`src/rtl/sched_pkg.sv`:
```
// rtl/sched_pkg.sv - shared constants and state type for the task scheduler arbiter
package sched_pkg;
    localparam int N_REQ = 8;
    localparam int ID_W  = 3;
    localparam int CNT_W = 8;

    typedef enum logic {
        S_IDLE  = 1'b0,
        S_GRANT = 1'b1
    } state_t;
endpackage

```
`src/rtl/prio_pick.sv`:
```
// rtl/prio_pick.sv - lowest-index-wins one-hot picker with binary index encoder
module prio_pick
    import sched_pkg::*;
(
    input  logic [N_REQ-1:0] i_vec,
    output logic [N_REQ-1:0] o_onehot,
    output logic [ID_W-1:0]  o_id,
    output logic             o_any
);
    // Scan from the top down so the lowest set bit is the last one written.
    always_comb begin
        o_onehot = '0;
        o_id     = '0;
        for (int i = N_REQ - 1; i >= 0; i--) begin
            if (i_vec[i]) begin
                o_onehot    = '0;
                o_onehot[i] = 1'b1;
                o_id        = ID_W'(i);
            end
        end
    end

    assign o_any = |i_vec;
endmodule

```
`src/rtl/task_arbiter.sv`:
```
// rtl/task_arbiter.sv - eight-way quantum-bounded arbiter with starvation promotion
module task_arbiter
    import sched_pkg::*;
#(
    parameter int QUANTUM      = 16,
    parameter int STARVE_LIMIT = 64
) (
    input  logic             clk,
    input  logic             rst,
    input  logic [N_REQ-1:0] req,
    input  logic [N_REQ-1:0] done,
    output logic [N_REQ-1:0] gnt,
    output logic [ID_W-1:0]  gnt_id,
    output logic             gnt_valid,
    output logic             preempt
);
    state_t              r_state, w_state_nx;
    logic [N_REQ-1:0]    r_gnt, w_gnt_nx;
    logic [ID_W-1:0]     r_gnt_id, w_gnt_id_nx;
    logic [CNT_W-1:0]    r_qcnt, w_qcnt_nx;
    logic                r_mask, w_mask_nx;
    logic [ID_W-1:0]     r_last_id, w_last_id_nx;
    logic                r_preempt, w_preempt_nx;
    logic [CNT_W-1:0]    r_wait [N_REQ];

    logic [N_REQ-1:0]    w_last_oh;
    logic [N_REQ-1:0]    w_cand;
    logic [N_REQ-1:0]    w_starved;
    logic [N_REQ-1:0]    w_oh_s, w_oh_n;
    logic [ID_W-1:0]     w_id_s, w_id_n;
    logic                w_any_s, w_any_n;
    logic                w_others;

    // The previous preempted holder steps aside only if someone else is asking.
    assign w_last_oh = N_REQ'(1) << r_last_id;
    assign w_cand    = (r_mask && |(req & ~w_last_oh)) ? (req & ~w_last_oh) : req;
    assign w_others  = |(req & ~r_gnt);

    always_comb begin
        for (int i = 0; i < N_REQ; i++) begin
            w_starved[i] = w_cand[i] && (r_wait[i] == CNT_W'(STARVE_LIMIT));
        end
    end

    prio_pick u_pick_starved (
        .i_vec    (w_starved),
        .o_onehot (w_oh_s),
        .o_id     (w_id_s),
        .o_any    (w_any_s)
    );

    prio_pick u_pick_normal (
        .i_vec    (w_cand),
        .o_onehot (w_oh_n),
        .o_id     (w_id_n),
        .o_any    (w_any_n)
    );

    always_comb begin
        w_state_nx   = r_state;
        w_gnt_nx     = r_gnt;
        w_gnt_id_nx  = r_gnt_id;
        w_qcnt_nx    = r_qcnt;
        w_mask_nx    = r_mask;
        w_last_id_nx = r_last_id;
        w_preempt_nx = 1'b0;
        case (r_state)
            S_IDLE: begin
                if (w_any_n) begin
                    w_state_nx  = S_GRANT;
                    w_gnt_nx    = w_any_s ? w_oh_s : w_oh_n;
                    w_gnt_id_nx = w_any_s ? w_id_s : w_id_n;
                    w_qcnt_nx   = CNT_W'(1);
                    w_mask_nx   = 1'b0;
                end
            end
            S_GRANT: begin
                if (done[r_gnt_id] || !req[r_gnt_id]) begin
                    w_state_nx  = S_IDLE;
                    w_gnt_nx    = '0;
                    w_gnt_id_nx = '0;
                    w_qcnt_nx   = '0;
                end else if (r_qcnt == CNT_W'(QUANTUM)) begin
                    if (w_others) begin
                        w_state_nx   = S_IDLE;
                        w_gnt_nx     = '0;
                        w_gnt_id_nx  = '0;
                        w_qcnt_nx    = '0;
                        w_mask_nx    = 1'b1;
                        w_last_id_nx = r_gnt_id;
                        w_preempt_nx = 1'b1;
                    end else begin
                        w_qcnt_nx = CNT_W'(1);
                    end
                end else begin
                    w_qcnt_nx = r_qcnt + CNT_W'(1);
                end
            end
            default: w_state_nx = S_IDLE;
        endcase
    end

    always_ff @(posedge clk or posedge rst) begin
        if (rst) begin
            r_state   <= S_IDLE;
            r_gnt     <= '0;
            r_gnt_id  <= '0;
            r_qcnt    <= '0;
            r_mask    <= 1'b0;
            r_last_id <= '0;
            r_preempt <= 1'b0;
        end else begin
            r_state   <= w_state_nx;
            r_gnt     <= w_gnt_nx;
            r_gnt_id  <= w_gnt_id_nx;
            r_qcnt    <= w_qcnt_nx;
            r_mask    <= w_mask_nx;
            r_last_id <= w_last_id_nx;
            r_preempt <= w_preempt_nx;
        end
    end

    always_ff @(posedge clk or posedge rst) begin
        if (rst) begin
            for (int i = 0; i < N_REQ; i++) r_wait[i] <= '0;
        end else begin
            for (int i = 0; i < N_REQ; i++) begin
                if (!req[i] || r_gnt[i]) begin
                    r_wait[i] <= '0;
                end else if (r_wait[i] != CNT_W'(STARVE_LIMIT)) begin
                    r_wait[i] <= r_wait[i] + CNT_W'(1);
                end
            end
        end
    end

    assign gnt       = r_gnt;
    assign gnt_id    = r_gnt_id;
    assign gnt_valid = |r_gnt;
    assign preempt   = r_preempt;
endmodule
```
`config.mk`:
```
export PLATFORM = sky130hd
export DESIGN_NAME = task_arbiter
export DESIGN_NICKNAME = d
export VERILOG_FILES = /design/src/rtl/sched_pkg.sv /design/src/rtl/prio_pick.sv /design/src/rtl/task_arbiter.sv
export SDC_FILE = /design/constraint.sdc
export NUM_CORES = 1
export LEC_CHECK = 0
export BUFFER_PORTS_ARGS = -buffer_cell sky130_fd_sc_hd__buf_2
export CAP_MARGIN = 20
export CELL_PAD_IN_SITES_DETAIL_PLACEMENT = 0
export CELL_PAD_IN_SITES_GLOBAL_PLACEMENT = 1
export CORE_UTILIZATION = 27
export DETAILED_ROUTE_END_ITERATION = 10
export GPL_ROUTABILITY_DRIVEN = 0
export GPL_TIMING_DRIVEN = 0
export PLACE_DENSITY_LB_ADDON = 0.08
export SYNTH_ARGS = -nofsm -noshare
export SYNTH_HDL_FRONTEND = slang
export SYNTH_SLANG_ARGS = --single-unit
```
`constraint.sdc`:
```
create_clock -name clk -period 2.7 [get_ports clk]
set_input_delay 0.54 -clock clk [delete_from_list [all_inputs] [get_ports clk]]
set_output_delay 0.54 -clock clk [all_outputs]
set_load 0.01 [all_outputs]
```
After elaboration in Yosys (flattened, before gate mapping). Cells that the tools add are included.

Logic and storage cells: 182. Bits of input ports: 18. Output and inout bits: 13. Register bits: 89.

Shift-type cells: 1. Add/sub/neg operators: 9. Bitwise gates (word level): 6. Equality and inequality tests: 23. $lt $le $gt $ge: 1. Multiplexer cells: 84. Reductions and logical operators: 43.

Operator list (count): $mux 8 (41); $add 8x1->8 const B (9); $eq 8x7->1 const B (8); $ne 8x7->1 const B (8); $mux 3 (21); $reduce_or 8->1 (5); $pmux 8 s2 (2); $and 8x8->8 (2); $not 8->8 (2); $reduce_bool 2->1 (8); $mux 1 (15); $logic_and 1x1->1 (9); $logic_not 1->1 (9); $logic_or 1x1->1 (9); $eq 8x5->1 const B (1); $reduce_and 4->1 (2); $shl 1x3->8 const A (1); $bmux 1 s3 (2); $ne 2x1->1 const B (3); $ne 3x1->1 const B (2); $pmux 3 s2 (1); $lt 3x4->1 const B (1); $pmux 1 s2 (2); $reduce_and 3->1 (1); 2 further kinds (3).

Depth between registers and ports, before layout.
Word-level depth: 18. Mapped depth: 11. Depth with buffers taken out: 10.

Cells and area by module. A second synthesis with hierarchy kept.

Cell total of the unflattened synthesis: 588. Area, all modules: 5377.7 um^2.

By module, submodules not included: task_arbiter (cells an instance 540, seq. area each 2227.1 um^2, area an instance 5089.9 um^2, instances 1); prio_pick (cells an instance 24, seq. area each 0.0 um^2, area an instance 143.9 um^2, instances 2).

Least setup slack after synthesis. OpenSTA, ideal clock, no wires.

Path type: in2reg. Start point: input req[0]. End point: register r_gnt[7] (netlist: gnt[7]). Path buffers: 1. Arrival time: 2.871 ns. Setup time: 0.104 ns. Cell stages on the path: 8. Slack: -0.275 ns. Required time: 2.596 ns. Cell sequence: clkbuf_1 > o32a_1 > or4_4 > o2111a_1 > o22ai_4 > o31ai_4 > or3_4 > o41ai_2.

Longest elaborated chain between the ends: 16. Elaborated cells between the ends (all ways): 44. Classes of those cells: 3 x eq/ne; 23 x mux; 2 x bitwise; 16 x reduce/logical.

RTL lines: start, declared (RTL line task_arbiter.sv:10) `input logic [N_REQ-1:0] req,`; $and 8x8->8 (RTL line task_arbiter.sv:36) `assign w_cand = (r_mask && |(req & ~w_last_oh)) ? (req & ~w_last_oh) : req;`; $reduce_or 8->1 (RTL line task_arbiter.sv:36); $logic_and 1x1->1 (RTL line task_arbiter.sv:36); $mux 8 (RTL line task_arbiter.sv:36); $logic_and 1x1->1 (RTL line task_arbiter.sv:41) `w_starved[i] = w_cand[i] && (r_wait[i] == CNT_W'(STARVE_LIMIT));`; $mux 8 (8 in series) (RTL line prio_pick.sv:15) `if (i_vec[i]) begin`; $mux 8 (RTL line task_arbiter.sv:71) `w_gnt_nx = w_any_s ? w_oh_s : w_oh_n;`; $mux 8 (RTL line task_arbiter.sv:69) `if (w_any_n) begin`; $pmux 8 s2 (RTL line task_arbiter.sv:67) `case (r_state)`; end signal, assigned (RTL line task_arbiter.sv:114) `r_gnt <= w_gnt_nx;`; end, declared (RTL line task_arbiter.sv:18) `logic [N_REQ-1:0] r_gnt, w_gnt_nx;`.

Parallel ways exist; a longest one is shown, timed or not. The select of a mux whose other input is x is not followed. A chain may end at the register's enable or synchronous reset.

Worst setup path in the final report.
Start point: register r_last_id[2]. End point: register r_gnt[7] (netlist: gnt[7]).

Longest elaborated chain between the ends: 18. Elaborated cells between the ends (all ways): 37. Classes of those cells: 1 x eq/ne; 1 x shift; 20 x mux; 2 x bitwise; 13 x reduce/logical.

RTL lines: start, declared (RTL line task_arbiter.sv:22) `logic [ID_W-1:0] r_last_id, w_last_id_nx;`; start signal, assigned (RTL line task_arbiter.sv:118) `r_last_id <= w_last_id_nx;`; $shl 1x3->8 (*) (RTL line task_arbiter.sv:35) `assign w_last_oh = N_REQ'(1) << r_last_id;`; $not 8->8 (*) (RTL line task_arbiter.sv:36); $and 8x8->8 (*) (RTL line task_arbiter.sv:36); $reduce_or 8->1 (RTL line task_arbiter.sv:36); $logic_and 1x1->1 (RTL line task_arbiter.sv:36); $mux 8 (*) (RTL line task_arbiter.sv:36); $logic_and 1x1->1 (RTL line task_arbiter.sv:41); $mux 8 (8 in series) (RTL line prio_pick.sv:15); $mux 8 (RTL line task_arbiter.sv:71); $mux 8 (RTL line task_arbiter.sv:69); $pmux 8 s2 (RTL line task_arbiter.sv:67).

Mark *: on every way between the ends. The rest lies on a longest branch, timed or not. The select of a mux whose other input is x is not followed.

==> impl_metrics.toml <==
[outcome]
status = "finished with violations"
violations = "setup timing"

[global_routing]
grt_pass1_vias = 4442
grt_antenna_before_repair = 0
grt_usage_pct = 16.0
grt_max_degree = 38
grt_pass1_wl_mm = 24.6
overflow = 0

[clock_network]
clockBufferDepth = 2
htree_levels = 3
clkTransAtPathRegs_ns = 0.07
cts_tree = "yes"
clock_latency_ns = 0.35
clock-sinks = 89
ctsHoldBuffers = 0
cts_buffers = 9
cts-root-buf = "clkbuf_16"

[yosys]
synth.cell_area_mm2 = 0.00529
syn_inst = 577
ys.flop_type = "dfrtp_1"
async_flop_share_pct = 100
synth-edff-count = 0
yosysSeqAreaShare_pct = 42.1
synth.net_count = 613
yosysUniqueCellTypes = 67
ys_warn_count = 0
avgSynthCellArea_um2 = 9.17
ys_ff_latch = 89

[critical_path]
cpPeakStageDelay_ns = 0.52
crit_family = "simple AND/OR/NAND/NOR gates"
crit_slowest_cell = "or4_4"
startpoint = "r_last_id[2]"
crit_buf_inv = 0
path_max_fanout = 7
cp-start-kind = "flip-flop"
critPathRequiredTime_ns = 2.95
worstPathArrival_ns = 3.20
worstSetupPathType = "reg -> reg"
reg2reg_from = "r_last_id[2]"
crit_chain = "or4bb_1 > o311a_4 > or4_4 > o2111a_2 > o22ai_4 > o31ai_4 > or3_4 > o41ai_2"
cp-end-kind = "flip-flop"

[floorplanning]
dieArea_mm2 = 0.0202
die_x_um = 142
start_util_pct = 27.9
coreArea_mm2 = 0.0190
num_rows = 50
num_io_pins = 31
die_h_um = 142

[sta]
tightestPinTransition_ns = 0.888
drv_slew = 0
skew_ns = 0.00920
finalSetupViolCount = 21
hold_viol_final = 0
clock.fmax_mhz = 339
rsz0062_at_grt = "yes"
post-route-min-period_ns = 2.95
maxSlewHeadroom_pct = 40.3
setup_slack_ns = -0.253
finalCritPeriodShare_pct = 109

[placed_design]
dp_hpwl_mm = 10.8
dp_slack_ns = -0.803
port_buffers = 26
dp_cells = 865
dpl-instance-area_mm2 = 0.00587

[drt]
dr_total_vias = 4411
drc = 0
drt-total-wl_mm = 15.0
drtPass1Iterations = 4
first_iter_violations = 261
ant_nets = 0
viasPerCell = 4.87
wl_per_cell_um = 16.6

[cells_and_area]
fin_util_pct = 34.8
fill_cells = 1954
area_growth_pct = 24.6
drive_gt1_share_pct = 21.1
finalNonFillerCells = 905
antennaDiodeCount = 0
final_area_mm2 = 0.00660
fin_nets = 676

[job]
drv_cap = 0

[power]
power_density_mw_per_mm2 = 550
pwr-share-seq_pct = 42.0
cellLeakagePower_uw = 0.00287
clkPwrFrac_pct = 38.8
power_switching_share_pct = 29.8
p_sw_uw = 1080
power_frac_comb_pct = 19.2
ir_worst_vdd_uv = 309
power_uw = 3630
intPower_uw = 2550

[min_path]
hold_path.class = "in -> async"
## per-layer routing
metal | routed length, µm | up-vias | global-route usage (%)
met5 | 0 | - | 0
met4 | 235 | 0 | 6.17
met3 | 821 | 12 | 2.79
met2 | 6650 | 82 | 24.6
met1 | 7310 | 2146 | 22.2
li1 | - | 2171 | -
## final cells by class
cell class                 count  area [µm²]  share of cell area [%]
buffer                        20         129                    1.95
clock buffer                  10         239                    3.62
clock inverter                 6        90.1                    1.37
inverter                      29         113                    1.71
multi-input combinational    439        3100                    47.0
sequential                    89        2230                    33.8
tap                          260         325                    4.93
timing repair buffer          52         373                    5.65
## what timing repair did
item,4_1_cts,5_1_grt
endpoints found under the hold margin,0,0
buffers inserted,23,2
pin swaps,19,7
setup endpoints to repair,21,21
resized for setup,39,23
## logic make-up after synthesis
family,Yosys count,share of synthesized area [%]
compound gates,100,13.9
xor+xnor,50,8.27
fa+ha+maj,18,4.25
buf+inv,49,3.57
flops,89,42.1
mux,9,2.03
simple gates,262,25.9
## cell usage in the layout, fill, tap and decap left out, drive strengths merged, types with 3 or more instances in the layout
cell type / n
nor3: 9
dfrtp: 89
o32ai: 3
nand2: 37
buf: 56
mux2i: 4
o21ai: 21
or2: 6
o31a: 5
nor4: 6
clkbuf: 26
xor2: 33
a21oi: 22
o21a: 3
o41ai: 5
or4: 3
nor4b: 6
a31oi: 3
a32o: 3
ha: 18
nand4: 4
and3: 18
o211ai: 3
nand3: 46
a211oi: 3
and2: 3
nand2b: 20
inv: 29
nor4bb: 4
nor2: 79
nor2b: 4
mux2: 4
o31ai: 7
xnor2: 17
nand3b: 7
## cell usage after synthesis, drive strengths merged, types with 3 or more instances
master / number / area (µm²)
mux2: 4 / 45.0
and2: 3 / 18.8
inv: 29 / 109
or2: 6 / 37.5
a211oi: 3 / 22.5
nand3: 46 / 230
ha: 18 / 225
o31a: 5 / 45.0
xor2: 33 / 289
buf: 4 / 20.0
o41ai: 5 / 58.8
or4: 3 / 26.3
o31ai: 7 / 66.3
o21ai: 21 / 105
nand2: 37 / 139
nor2b: 4 / 25.0
and3: 18 / 113
nand3b: 7 / 52.6
o21a: 3 / 22.5
nor2: 79 / 297
o32ai: 3 / 26.3
nor4bb: 4 / 40.0
a32o: 3 / 30.0
nor3: 9 / 45.0
nand2b: 20 / 125
xnor2: 17 / 149
mux2i: 4 / 40.0
nor4b: 6 / 52.6
a31oi: 3 / 18.8
o211ai: 3 / 22.5
clkbuf: 16 / 60.1
nand4: 4 / 25.0
dfrtp: 89 / 2230
nor4: 6 / 43.8
a21oi: 22 / 110
## per-stage QoR
step / hold slack, ns / setup TNS, ns
floorplan: 0.481 / -0.277
global placement: 0.518 / -11.93
detailed placement: 0.527 / -11.63
CTS: 0.213 / -2.95
global route: 0.226 / -6.46
finish: 0.210 / -3.99
## path summary, 6_finish.rpt
check | to | slack [ns] | cells after the start
max | gnt[7] | -0.25 | 8
min | r_wait[21] | 0.21 | 2
max reg2reg | gnt[7] | -0.25 | 8
min reg2reg | r_qcnt[3] | 0.54 | 1
max in group asynchronous | r_wait[36] | 1.92 | 3
min in group clk | r_qcnt[3] | 0.54 | 1
## power by group through the flow
stage | Sequential (µW) | Clock, µW | Combinational, µW
after floorplan | 1510 | 0 | 408
after global placement | 1540 | 0 | 594
after detailed placement | 1540 | 0 | 608
after CTS | 1520 | 1460 | 688
after global routing | 1540 | 1510 | 780
final | 1520 | 1410 | 697
## registers in the layout (all words and copies together) (netlist names)
register and flops:
gnt_id 3, preempt 1, r_qcnt 8, r_mask 1, gnt 8, r_last_id 3, r_wait 64, r_state 1
(Power assumes the default switching activity.)
